## src/rtl/serial_addsub_nbit_pkg.sv

```systemverilog
// Shared types for the serial add/subtract unit.
package serial_addsub_pkg;

    typedef enum logic [1:0] {
        IDLE = 2'd0,
        RUN  = 2'd1,
        DONE = 2'd2
    } state_t;

    // Encodings of the select input
    localparam logic ADD = 1'b0;
    localparam logic SUB = 1'b1;

endpackage

```

## src/rtl/serial_addsub_nbit_if.sv

```systemverilog
// Request/result bundle between the operand registers and the serial add/sub unit.
interface serial_addsub_nbit_if #(
    parameter int WIDTH = 8
);
    logic             start;
    logic             select;
    logic [WIDTH-1:0] A;
    logic [WIDTH-1:0] B;
    logic             Cin;
    logic             busy;
    logic             done;
    logic [WIDTH-1:0] Sum;
    logic             Cout;
    logic             Overflow;

    // Requester side: issues operations, observes results
    modport master (
        output start, select, A, B, Cin,
        input  busy, done, Sum, Cout, Overflow
    );

    // Unit side: accepts operations, produces results
    modport slave (
        input  start, select, A, B, Cin,
        output busy, done, Sum, Cout, Overflow
    );
endinterface

```

## src/rtl/serial_addsub_nbit_adder_digit.sv

```systemverilog
// One DIGIT-bit ripple-carry slice; the only arithmetic in the unit.
module adder_digit #(
    parameter int DIGIT = 2
) (
    input  logic [DIGIT-1:0] a,
    input  logic [DIGIT-1:0] b,
    input  logic             cin,
    output logic [DIGIT-1:0] sum,
    output logic             cout,
    output logic             c_msb
);
    logic [DIGIT:0] c;

    // Ripple the carry through the slice; c_msb is the carry entering the top bit
    always_comb begin
        c    = '0;
        sum  = '0;
        c[0] = cin;
        for (int i = 0; i < DIGIT; i++) begin
            sum[i]   = a[i] ^ b[i] ^ c[i];
            c[i+1]   = (a[i] & b[i]) | (a[i] & c[i]) | (b[i] & c[i]);
        end
        cout  = c[DIGIT];
        c_msb = c[DIGIT-1];
    end
endmodule

```

## src/rtl/serial_addsub_nbit.sv

```systemverilog
// Multi-cycle add/subtract: WIDTH-bit operands consumed DIGIT bits per clock
// through a single shared slice, with start/busy/done handshake.
module serial_addsub_nbit
    import serial_addsub_pkg::*;
#(
    parameter int WIDTH = 8,
    parameter int DIGIT = 2
) (
    input  logic clk,
    input  logic reset_n,
    serial_addsub_nbit_if.slave bus
);
    localparam int N  = WIDTH / DIGIT;
    localparam int CW = (N > 1) ? $clog2(N) : 1;

    state_t           state_q, state_d;
    logic [WIDTH-1:0] opa_q, opb_q, res_q, res_d;
    logic [WIDTH-1:0] sum_q;
    logic             carry_q, cout_q, ovf_q;
    logic [CW-1:0]    cnt_q;
    logic [DIGIT-1:0] slice_sum;
    logic             slice_cout, slice_cmsb;
    logic             load, last;

    adder_digit #(.DIGIT(DIGIT)) u_digit (
        .a     (opa_q[DIGIT-1:0]),
        .b     (opb_q[DIGIT-1:0]),
        .cin   (carry_q),
        .sum   (slice_sum),
        .cout  (slice_cout),
        .c_msb (slice_cmsb)
    );

    // New slice bits enter at the top, so after N steps digit 0 sits at the LSB
    generate
        if (DIGIT == WIDTH) begin : g_single
            assign res_d = slice_sum;
        end else begin : g_shift
            assign res_d = {slice_sum, res_q[WIDTH-1:DIGIT]};
        end
    endgenerate

    // start is only honoured outside RUN; DONE->RUN gives back-to-back issue
    assign load = bus.start && (state_q != RUN);
    assign last = (cnt_q == CW'(N - 1));

    // State register
    always_ff @(posedge clk or negedge reset_n) begin
        if (!reset_n) state_q <= IDLE;
        else          state_q <= state_d;
    end

    // Next-state logic
    always_comb begin
        state_d = state_q;
        case (state_q)
            IDLE:    if (bus.start) state_d = RUN;
            RUN:     if (last)      state_d = DONE;
            DONE:    state_d = bus.start ? RUN : IDLE;
            default: state_d = IDLE;
        endcase
    end

    // Handshake outputs decoded from the state register
    always_comb begin
        bus.busy = (state_q == RUN);
        bus.done = (state_q == DONE);
    end

    // Operand/result shift registers, carry and digit counter
    always_ff @(posedge clk or negedge reset_n) begin
        if (!reset_n) begin
            opa_q   <= '0;
            opb_q   <= '0;
            res_q   <= '0;
            carry_q <= 1'b0;
            cnt_q   <= '0;
        end else if (load) begin
            // Subtract as A + ~B + ~Cin
            opa_q   <= bus.A;
            opb_q   <= bus.B ^ {WIDTH{bus.select == SUB}};
            carry_q <= bus.Cin ^ (bus.select == SUB);
            cnt_q   <= '0;
        end else if (state_q == RUN) begin
            opa_q   <= opa_q >> DIGIT;
            opb_q   <= opb_q >> DIGIT;
            res_q   <= res_d;
            carry_q <= slice_cout;
            cnt_q   <= cnt_q + 1'b1;
        end
    end

    // Visible results update only on the final digit, never mid-operation
    always_ff @(posedge clk or negedge reset_n) begin
        if (!reset_n) begin
            sum_q  <= '0;
            cout_q <= 1'b0;
            ovf_q  <= 1'b0;
        end else if (state_q == RUN && last) begin
            sum_q  <= res_d;
            cout_q <= slice_cout;
            ovf_q  <= slice_cmsb ^ slice_cout;
        end
    end

    assign bus.Sum      = sum_q;
    assign bus.Cout     = cout_q;
    assign bus.Overflow = ovf_q;
endmodule

```

## src/flat_wrapper.sv

```systemverilog
// flat-port wrapper written by rule: the top's interface ports become plain ports
module serial_addsub_nbit_flat import serial_addsub_pkg::*;
#(
    parameter int WIDTH = 8,
    parameter int DIGIT = 2
)
  (clk, reset_n, bus_start, bus_select, bus_A, bus_B, bus_Cin, bus_busy, bus_done, bus_Sum, bus_Cout, bus_Overflow);
  serial_addsub_nbit_if #(.WIDTH(WIDTH)) bus_i ();
  input  logic clk;
  input  logic reset_n;
  input wire logic [$bits(bus_i.start)-1:0] bus_start;
  input wire logic [$bits(bus_i.select)-1:0] bus_select;
  input wire logic [$bits(bus_i.A)-1:0] bus_A;
  input wire logic [$bits(bus_i.B)-1:0] bus_B;
  input wire logic [$bits(bus_i.Cin)-1:0] bus_Cin;
  output wire logic [$bits(bus_i.busy)-1:0] bus_busy;
  output wire logic [$bits(bus_i.done)-1:0] bus_done;
  output wire logic [$bits(bus_i.Sum)-1:0] bus_Sum;
  output wire logic [$bits(bus_i.Cout)-1:0] bus_Cout;
  output wire logic [$bits(bus_i.Overflow)-1:0] bus_Overflow;
  assign bus_i.start = bus_start;
  assign bus_i.select = bus_select;
  assign bus_i.A = bus_A;
  assign bus_i.B = bus_B;
  assign bus_i.Cin = bus_Cin;
  assign bus_busy = bus_i.busy;
  assign bus_done = bus_i.done;
  assign bus_Sum = bus_i.Sum;
  assign bus_Cout = bus_i.Cout;
  assign bus_Overflow = bus_i.Overflow;
  serial_addsub_nbit #(.WIDTH(WIDTH), .DIGIT(DIGIT)) u_core (.clk(clk), .reset_n(reset_n), .bus(bus_i));
endmodule
```

## config.mk

```make
export PLATFORM = sky130hd
export DESIGN_NAME = serial_addsub_nbit_flat
export DESIGN_NICKNAME = d
export VERILOG_FILES = /design/src/rtl/serial_addsub_nbit_pkg.sv /design/src/rtl/serial_addsub_nbit_if.sv /design/src/rtl/serial_addsub_nbit_adder_digit.sv /design/src/rtl/serial_addsub_nbit.sv /design/src/flat_wrapper.sv
export SDC_FILE = /design/constraint.sdc
export NUM_CORES = 1
export LEC_CHECK = 0
export CAP_MARGIN = 0
export CORE_MARGIN = 5
export CORE_UTILIZATION = 66
export CTS_BUF_LIST = sky130_fd_sc_hd__clkbuf_16
export CTS_CLUSTER_DIAMETER = 100
export DETAILED_ROUTE_END_ITERATION = 12
export DONT_BUFFER_PORTS = 1
export GPL_TIMING_DRIVEN = 0
export PLACE_DENSITY = 0.82
export RECOVER_POWER = 25
export SETUP_SLACK_MARGIN = 0.4
export SLEW_MARGIN = 20
export SYNTH_ARGS = -nofsm -noshare
export SYNTH_HDL_FRONTEND = slang
export SYNTH_SLANG_ARGS = --single-unit
```

## constraint.sdc

```tcl
create_clock -name clk -period 3.7 [get_ports clk]
set_input_delay 0.555 -clock clk [delete_from_list [all_inputs] [get_ports clk]]
set_output_delay 0.555 -clock clk [all_outputs]
set_load 0.01 [all_outputs]
```

# Yosys cells after proc, flatten, opt, wreduce, memory -nomap -nowiden
# Index checks and enable logic that the tools add are counted.
classes:
  n_mux: 12
  n_reduce_logical: 6
  n_eq_ne: 6
  add_sub_neg: 1
  bitwise_logic: 18
op_table:
  columns: ["cell", "count"]
  rows:
  - ["8-bit two-way mux", 4]
  - ["2-bit two-way mux", 4]
  - ["8-bit bitwise XOR", 1]
  - ["1-bit bitwise AND", 6]
  - ["2-bit one-hot mux with 3 select lines", 1]
  - ["1-bit bitwise XOR", 6]
  - ["2-bit equality test (second input constant)", 2]
  - ["2-bit by 1-bit != test with 1-bit output (second input constant)", 2]
  - ["1-bit bitwise OR", 4]
  - ["2-bit AND reduction", 2]
  - ["1-bit two-way mux", 3]
  - ["2-bit by 1-bit adder with 2-bit output (second input constant)", 1]
  - ["2-bit by 1-bit equality test with 1-bit output (second input constant)", 1]
  - ["1-bit logical AND", 2]
  - ["2-bit zero test", 1]
  - ["2-bit != test (second input constant)", 1]
  - ["2-bit nonzero test", 1]
  - ["1-bit inverter", 1]
word_totals:
  word_cells: 52
  regBits: 39
  input_bits: 21
  output_inout_bits: 12

# Depth between registers and ports, before layout
# Gate-level depths: netlist of the first run.
depth:
  ltp_word: 8
  ltp_mapped: 5
  ltp_nobuf: 5

# Hierarchy
# Synthesis of the first run repeated with hierarchy kept, for this count alone.
hier_totals:
  hier_cells: 155
  area_unflattened_um2: 1704.1
modules_own_cells:
  columns: ["mod", "instances", "seq_area_each_um2", "cells_each", "area_each_um2"]
  rows:
  - ["serial_addsub_nbit", 1, 925.9, 144, 1630.3]
  - ["adder_digit", 1, 0.0, 11, 73.8]

# Worst setup path after synthesis of the first run
# OpenSTA, ideal clock, no wires.
synth_timing:
  path_kind: "reg-to-reg"
  startpoint: "register u_core.carry_q"
  endpoint: "register u_core.ovf_q (netlist: u_core.bus.Overflow)"
  setup_ps: 128
  period_less_slack_ps: 1590
  stages_incl_launch_ff: 6
  n_path_buf: 0
  setup_slack_ps: 2110
  arrival_ps: 1462
  required_ps: 3572
  cell_sequence: "dfrtp_1 inv_1 fa_1 fa_1 xnor2_1 o21ai_0"
synth_between:
  elab_chain_len: 7
  elab_cells_between_ends: 9
  classes_between: "9 x bitwise"
synth_rtl:
  columns: ["element", "line_no", "rtl"]
  rows:
  - ["start, declared", "serial_addsub_nbit.sv:19", "logic carry_q, cout_q, ovf_q;"]
  - ["start signal, assigned", "serial_addsub_nbit.sv:82", "carry_q <= bus.Cin ^ (bus.select == SUB);"]
  - ["start signal, assigned", "serial_addsub_nbit.sv:88", "carry_q <= slice_cout;"]
  - ["1-bit bitwise AND", "serial_addsub_nbit_adder_digit.sv:21", "c[i+1] = (a[i] & b[i]) | (a[i] & c[i]) | (b[i] & c[i]);"]
  - ["1-bit bitwise OR", "serial_addsub_nbit_adder_digit.sv:21", null]
  - ["1-bit bitwise OR *", "serial_addsub_nbit_adder_digit.sv:21", null]
  - ["1-bit bitwise AND", "serial_addsub_nbit_adder_digit.sv:21", null]
  - ["1-bit bitwise OR (2 in a row)", "serial_addsub_nbit_adder_digit.sv:21", null]
  - ["1-bit bitwise XOR *", "serial_addsub_nbit.sv:102", "ovf_q <= slice_cmsb ^ slice_cout;"]
  - ["end signal, assigned", "serial_addsub_nbit.sv:102", null]
  - ["end, declared", "serial_addsub_nbit.sv:19", null]
# Mark *: on every way between the ends. The rest lies on a longest branch, timed or not.
# A chain may end at the register's enable or synchronous reset.

==> results of run 1 <==
[sequential cells by signal, indices dropped and copies added (netlist names)]
signal / cells
u_core.res_q: 6
u_core.bus.Cout: 1
u_core.opa_q: 8
u_core.state_q: 2
u_core.bus.Overflow: 1
u_core.opb_q: 8
u_core.cnt_q: 2
u_core.carry_q: 1
u_core.bus.Sum: 8
[layer usage]
metal  vias up  track usage, %
met3         7            8.42
met1       536            24.1
met2        31            35.8
met5         -               0
li1        513               -
met4         0            6.65
[kinds of logic after synthesis]
family	share of synthesized area (%)
adder cells (fa/ha/maj)	3.16
multiplexers	13.3
AO/OA/AOI/OAI	7.96
AND/OR/NAND/NOR	10.1
buffers and inverters	4.66
XOR/XNOR	5.26
flip-flops	55.6
[power by group]
group | internal [mW] | total, mW | leakage (nW) | switching (mW)
Sequential | 0.584 | 0.719 | 0.469 | 0.135
Clock | 0.240 | 0.386 | 0.0685 | 0.146
Combinational | 0.211 | 0.505 | 0.380 | 0.293
Total | 1.04 | 1.61 | 0.918 | 0.574
[cell type report]
cell class | instances | area [um^2]
tap | 30 | 37.5
clock inverter | 2 | 7.51
clock buffer | 5 | 125
inverter | 8 | 30.0
buffer | 8 | 47.5
sequential | 37 | 926
timing repair buffer | 1 | 3.75
fill | 166 | 616
multi-input combinational | 99 | 662
[synth_stat cells, types with 2 or more instances]
master | count | area, um^2
nand2_1 | 33 | 124
xor2_1 | 7 | 61.3
buf_2 | 4 | 20.0
xnor2_1 | 3 | 26.3
nor2_1 | 3 | 11.3
mux2_2 | 5 | 56.3
fa_1 | 2 | 40.0
buf_4 | 3 | 22.5
a21oi_1 | 2 | 10.0
o22ai_1 | 2 | 12.5
dfrtp_1 | 37 | 926
o21ai_0 | 20 | 100
o21ai_1 | 2 | 10.0
inv_1 | 7 | 26.3
mux2i_1 | 15 | 150
[stage by stage]
| step | total power [mW] | setup WS (ns) | utilization [%] |
|---|---|---|---|
| global placement | 1.18 | 2.04 | 69.4 |
| global route | 1.73 | 1.38 | 74.9 |
| detailed placement | 1.22 | 2.02 | 69.4 |
| finish | 1.61 | 1.83 | 74.9 |
| floorplan | 1.08 | 2.11 | - |
| CTS | 1.62 | 1.85 | 75.6 |
[worst paths after layout]
kind / end / cells past startpoint / slack [ns] / start
min in group asynchronous: u_core.state_q[1] / 1 / 0.80 / reset_n
hold / removal: u_core.opa_q[6] / 2 / 0.44 / bus_A[6]
hold reg to reg: u_core.res_q[3] / 2 / 0.47 / u_core.res_q[3]
setup reg to reg: u_core.bus.Overflow / 5 / 1.98 / u_core.carry_q
setup / recovery: u_core.carry_q / 1 / 1.83 / reset_n
max in group clk: bus_busy / 3 / 1.84 / u_core.state_q[1]
[timing repair]
item	4_1_cts	5_1_grt
hold buffers	1	0
endpoints found under the hold margin	37	0
setup endpoints to repair	0	0
==> impl_metrics.py, run 1 <==
metrics = {
    "status": {
        "outcome": "complete, but fails checks",
        "failed_checks": "max-capacitance violations, max-slew violations",
    },
    "cts": {
        "cts_buffer_depth": 2,
        "h-tree-depth": 2,
        "clock-sinks": 37,
        "root_buffer": "clkbuf_16",
        "cts_resized": 0,
        "cts_buffers": 5,
        "insertion_delay_ns": 0.28,
        "post-cts-setup-buffers": 0,
        "clkTransAtPathRegs_ns": 0.05,
        "cts_tree": "yes",
    },
    "sta": {
        "setup_violations": 0,
        "fmax_ghz": 0.533,
        "worst_hold_slack_ns": 0.442,
        "fin_crit_sh_pct": 50.7,
        "max_slew_margin_pct": -25.4,
        "timing.final.hold_violations": 0,
        "tightest_slew_ns": 1.88,
        "final_max_slew_viol_count": 38,
        "rsz0062_at_grt": "no",
        "period_minus_slack_ns": 1.87,
        "setup_tns_ns": 0,
        "skew_ns": 0.00345,
    },
    "grt": {
        "grt-ovfl-total": 0,
        "grt_pass1_vias": 1116,
        "grt_max_degree": 38,
        "grt_pass1_wl_um": 5330,
        "antenna_found_initial": 0,
        "track_usage_pct": 21.1,
    },
    "yosys": {
        "synth_nets": 176,
        "postSynthAreaPerCell_um2": 11.0,
        "synthArstFlopShare_pct": 100,
        "synth_top_flop_cell": "dfrtp_1",
        "synth-edff-count": 0,
        "synth.distinct_cells": 22,
        "synthCells": 152,
        "ys_seq_elements": 37,
        "ys_seq_area_share_pct": 55.6,
        "yosys_warnings": 0,
        "synth_area_um2": 1670,
    },
    "setup_path": {
        "crit_path_end_kind": "asynchronous set/reset pin",
        "cp.arrival_ns": 1.89,
        "path_buf_inv": 1,
        "cp-start-kind": "primary input",
        "path_class": "in2async",
        "cp_data_required_time_ns": 3.72,
        "path_cells": "clkbuf_1",
        "critPathMaxStageDelay_ns": 1.33,
        "crit_family": "buffers and inverters",
        "critical-path-slowest-cell": "clkbuf_1",
        "critPathMaxFanout": 37,
    },
    "die": {
        "initial_utilization_pct": 67.8,
        "die_x_um": 60.2,
        "dieArea_um2": 3630,
        "io_pins": 33,
        "die_y_um": 60.2,
        "num_rows": 18,
        "core_area_um2": 2450,
    },
    "route": {
        "viasPerCell": 5.72,
        "detail_route.wirelength.met1_um": 1200,
        "drt_pass1_iterations": 4,
        "postRouteAntennaNets": 0,
        "routed_wirelength_um": 3140,
        "via_count": 1087,
        "met2_length_um": 1690,
        "top_layer_used": "met4",
        "drc": 0,
        "detail_route.wl_per_cell_um": 16.5,
        "drt-initial-drc-count": 37,
        "met3RoutedLength_um": 196,
    },
    "power": {
        "powerDensity_nw_per_um2": 875,
        "p_leak_nw": 0.918,
        "irDropWorstVdd_mv": 0.754,
    },
    "placement": {
        "numPlacedInstances": 182,
        "gp_congestion": 0.809,
        "portBuffers": 0,
        "placed_area_um2": 1700,
        "hpwl_um": 2130,
    },
    "final_layout": {
        "final_cell_area_um2": 1840,
        "syn2layout_area_growth_pct": 10.4,
        "final_common_cell": "dfrtp_1",
        "final_cell_mix": "dfrtp_1 (37), nand2_1 (33), o21ai_0 (20)",
        "drive_gt1_share_pct": 13.1,
        "n_antenna_cell": 0,
        "layout.nets": 184,
        "stdcell_count": 190,
    },
    "job": {
        "drv_cap": 1,
    },
    "worst_hold_path": {
        "hold_path.class": "in2reg",
    },
}
Power figures use the tool's default switching activity.
==> run 2: changes to the inputs <==
--- a/config.mk
+++ b/config.mk
@@ -7,13 +7,13 @@
 export LEC_CHECK = 0
 export CAP_MARGIN = 0
 export CORE_MARGIN = 5
-export CORE_UTILIZATION = 66
+export CORE_UTILIZATION = 61
 export CTS_BUF_LIST = sky130_fd_sc_hd__clkbuf_16
 export CTS_CLUSTER_DIAMETER = 100
 export DETAILED_ROUTE_END_ITERATION = 12
 export DONT_BUFFER_PORTS = 1
 export GPL_TIMING_DRIVEN = 0
-export PLACE_DENSITY = 0.82
+export PLACE_DENSITY = 0.77
 export RECOVER_POWER = 25
 export SETUP_SLACK_MARGIN = 0.4
 export SLEW_MARGIN = 20
==> constraint.sdc (replaced) <==
create_clock -name clk -period 1.8 [get_ports clk]
set_input_delay 0.27 -clock clk [delete_from_list [all_inputs] [get_ports clk]]
set_output_delay 0.27 -clock clk [all_outputs]
set_load 0.01 [all_outputs]
==> impl_metrics.py, run 2 (synthesized netlist as in run 1, its figures left out) <==
metrics = {
    "setup_path": {
        "reg2regPathDepth": 4,
        "cp-start-kind": "flip-flop",
        "worstReg2RegStart": "u_core.carry_q",
        "cp_data_required_time_ns": 1.96,
        "critPathMaxFanout": 2,
        "path_class": "reg2reg",
        "r2r_slack_ns": 0.26,
        "r2r-end": "u_core.bus.Sum[7]",
        "cp.arrival_ns": 1.70,
        "crit_path_end_kind": "flip-flop",
    },
    "cts": {
        "h-tree-depth": 2,
        "insertion_delay_ns": 0.28,
        "root_buffer": "clkbuf_16",
        "cts_tree": "yes",
        "clkTransAtPathRegs_ns": 0.05,
        "cts_buffer_depth": 2,
        "cts_buffers": 5,
        "clock-sinks": 37,
    },
    "die": {
        "dieArea_um2": 3880,
        "die_x_um": 62.3,
        "io_pins": 33,
        "num_rows": 19,
        "initial_utilization_pct": 62.0,
        "core_area_um2": 2690,
        "die_y_um": 62.3,
    },
    "power": {
        "p_leak_nw": 0.942,
        "powerDensity_nw_per_um2": 1810,
        "irDropWorstVdd_mv": 1.36,
        "p_sw_share_pct": 35.2,
        "p_seq_share_pct": 43.0,
        "p_switching_mw": 1.22,
        "internal_power_mw": 2.23,
        "comb_power_share_pct": 34.1,
        "clockPowerShare_pct": 22.9,
    },
    "sta": {
        "fmax_ghz": 0.650,
        "period_minus_slack_ns": 1.54,
        "fin_crit_sh_pct": 85.5,
        "fin_ws_ns": 0.261,
        "final_max_slew_viol_count": 0,
        "tightest_slew_ns": 0.875,
        "max_slew_margin_pct": 41.7,
        "setup_tns_ns": 0,
        "setup_violations": 0,
        "skew_ns": 0.00382,
        "timing.final.hold_violations": 0,
        "rsz0062_at_grt": "yes",
    },
    "grt": {
        "grt-ovfl-total": 0,
        "antenna_found_initial": 0,
        "grt_pass1_vias": 1195,
        "grt_pass1_wl_um": 5550,
        "track_usage_pct": 18.3,
        "grt_max_degree": 38,
    },
    "route": {
        "drc": 0,
        "drt-initial-drc-count": 42,
        "routed_wirelength_um": 3140,
        "via_count": 1111,
        "postRouteAntennaNets": 0,
        "detail_route.wl_per_cell_um": 16.2,
        "viasPerCell": 5.73,
        "drt_pass1_iterations": 4,
    },
    "placement": {
        "hpwl_um": 2100,
        "gp_congestion": 0.763,
        "place_ws_ns": 0.231,
        "portBuffers": 0,
    },
    "final_layout": {
        "final-seq-area_um2": 927,
        "multiInputGateArea_um2": 684,
        "n_antenna_cell": 0,
        "final_util_pct": 70.7,
        "drive_gt1_share_pct": 19.0,
        "final_common_cell": "dfrtp_1",
        "syn2layout_area_growth_pct": 14.1,
        "fillCellCount": 188,
        "final_cell_mix": "dfrtp_1 (36), nand2_1 (33), o21ai_0 (16)",
        "layout.nets": 187,
    },
    "worst_hold_path": {
        "min_to": "u_core.opa_q[6]",
        "min_from": "bus_A[6]",
        "min_path_cells": 2,
        "hold_path.class": "in2reg",
    },
    "job": {
        "drv_cap": 0,
    },
    "status": {
        "outcome": "finished clean",
    },
}
run 2: cell types whose count changed in the layout (fill, tap and decap cells not counted), moves of 2 or more:
cell	previous run	this run
buf_6	0	2
fa_1	2	0
fa_2	0	2
o21ai_0	20	16
o21ai_1	2	6
run 2: final cells by class:
type                    count  area share [%]
clock buffers               5            6.58
flip-flops and latches     37            48.8
clock inverters             2           0.395
repair buffers              4            1.58
inverters                   8            1.58
well taps                  31            2.04
multi-input cells          99            36.0
plain buffers               8            3.03
run 2: how the worst max path moves through the flow:
| stage | startpoint | cells after the start | to | slack (ns) |
|---|---|---|---|---|
| final | u_core.carry_q | 4 | u_core.bus.Sum[7] | 0.26 |
| after CTS | u_core.carry_q | 5 | u_core.bus.Overflow | 0.23 |
| after global routing | u_core.carry_q | 4 | u_core.res_q[7] | 0.20 |
| after floorplan | u_core.carry_q | 4 | u_core.bus.Sum[7] | 0.31 |
| after global placement | u_core.opb_q[0] | 4 | u_core.bus.Sum[7] | 0.26 |
| after detailed placement | u_core.opb_q[0] | 5 | u_core.bus.Overflow | 0.23 |
run 2: timing repair:
| action | in CTS | in global routing |
|---|---|---|
| resized for setup | 8 | 4 |
| pin swaps | 5 | 1 |
| gates cloned | 0 | 0 |
| hold buffers | 2 | 0 |
| endpoints found under the setup margin | 7 | 8 |
| setup buffers | 2 | 0 |
| hold endpoints to repair | 37 | 0 |
run 2: power groups by stage:
stage,logic (mW),registers [mW],clock network [mW]
global placement,0.972,1.47,0
CTS,1.19,1.48,0.806
global route,1.35,1.53,0.860
finish,1.18,1.48,0.790
detailed placement,1.02,1.49,0
floorplan,0.821,1.42,0
run 2: metal layers:
layer,global-route usage [%],routed length [um]
met5,0,0
met4,9.02,81
met3,7.75,225
met2,29.9,1570
met1,20.2,1270
run 2: critical path, cell delays in order (launching register included):
cell and delay, ns:
dfrtp_1 0.35, inv_2 0.05, fa_2 0.40, fa_2 0.55, o21ai_1 0.06
run 2: metrics by stage:
step / instance area, um^2 / instances / hold slack [ns] / power (mW)
final: 1900 / 194 / 0.161 / 3.45
after global routing: 1900 / 194 / 0.175 / 3.74
after CTS: 1910 / 194 / 0.155 / 3.48
after detailed placement: 1710 / 183 / -0.0247 / 2.51
after global placement: 1710 / 183 / -0.0244 / 2.45
after floorplan: 1670 / 152 / -0.0256 / 2.24
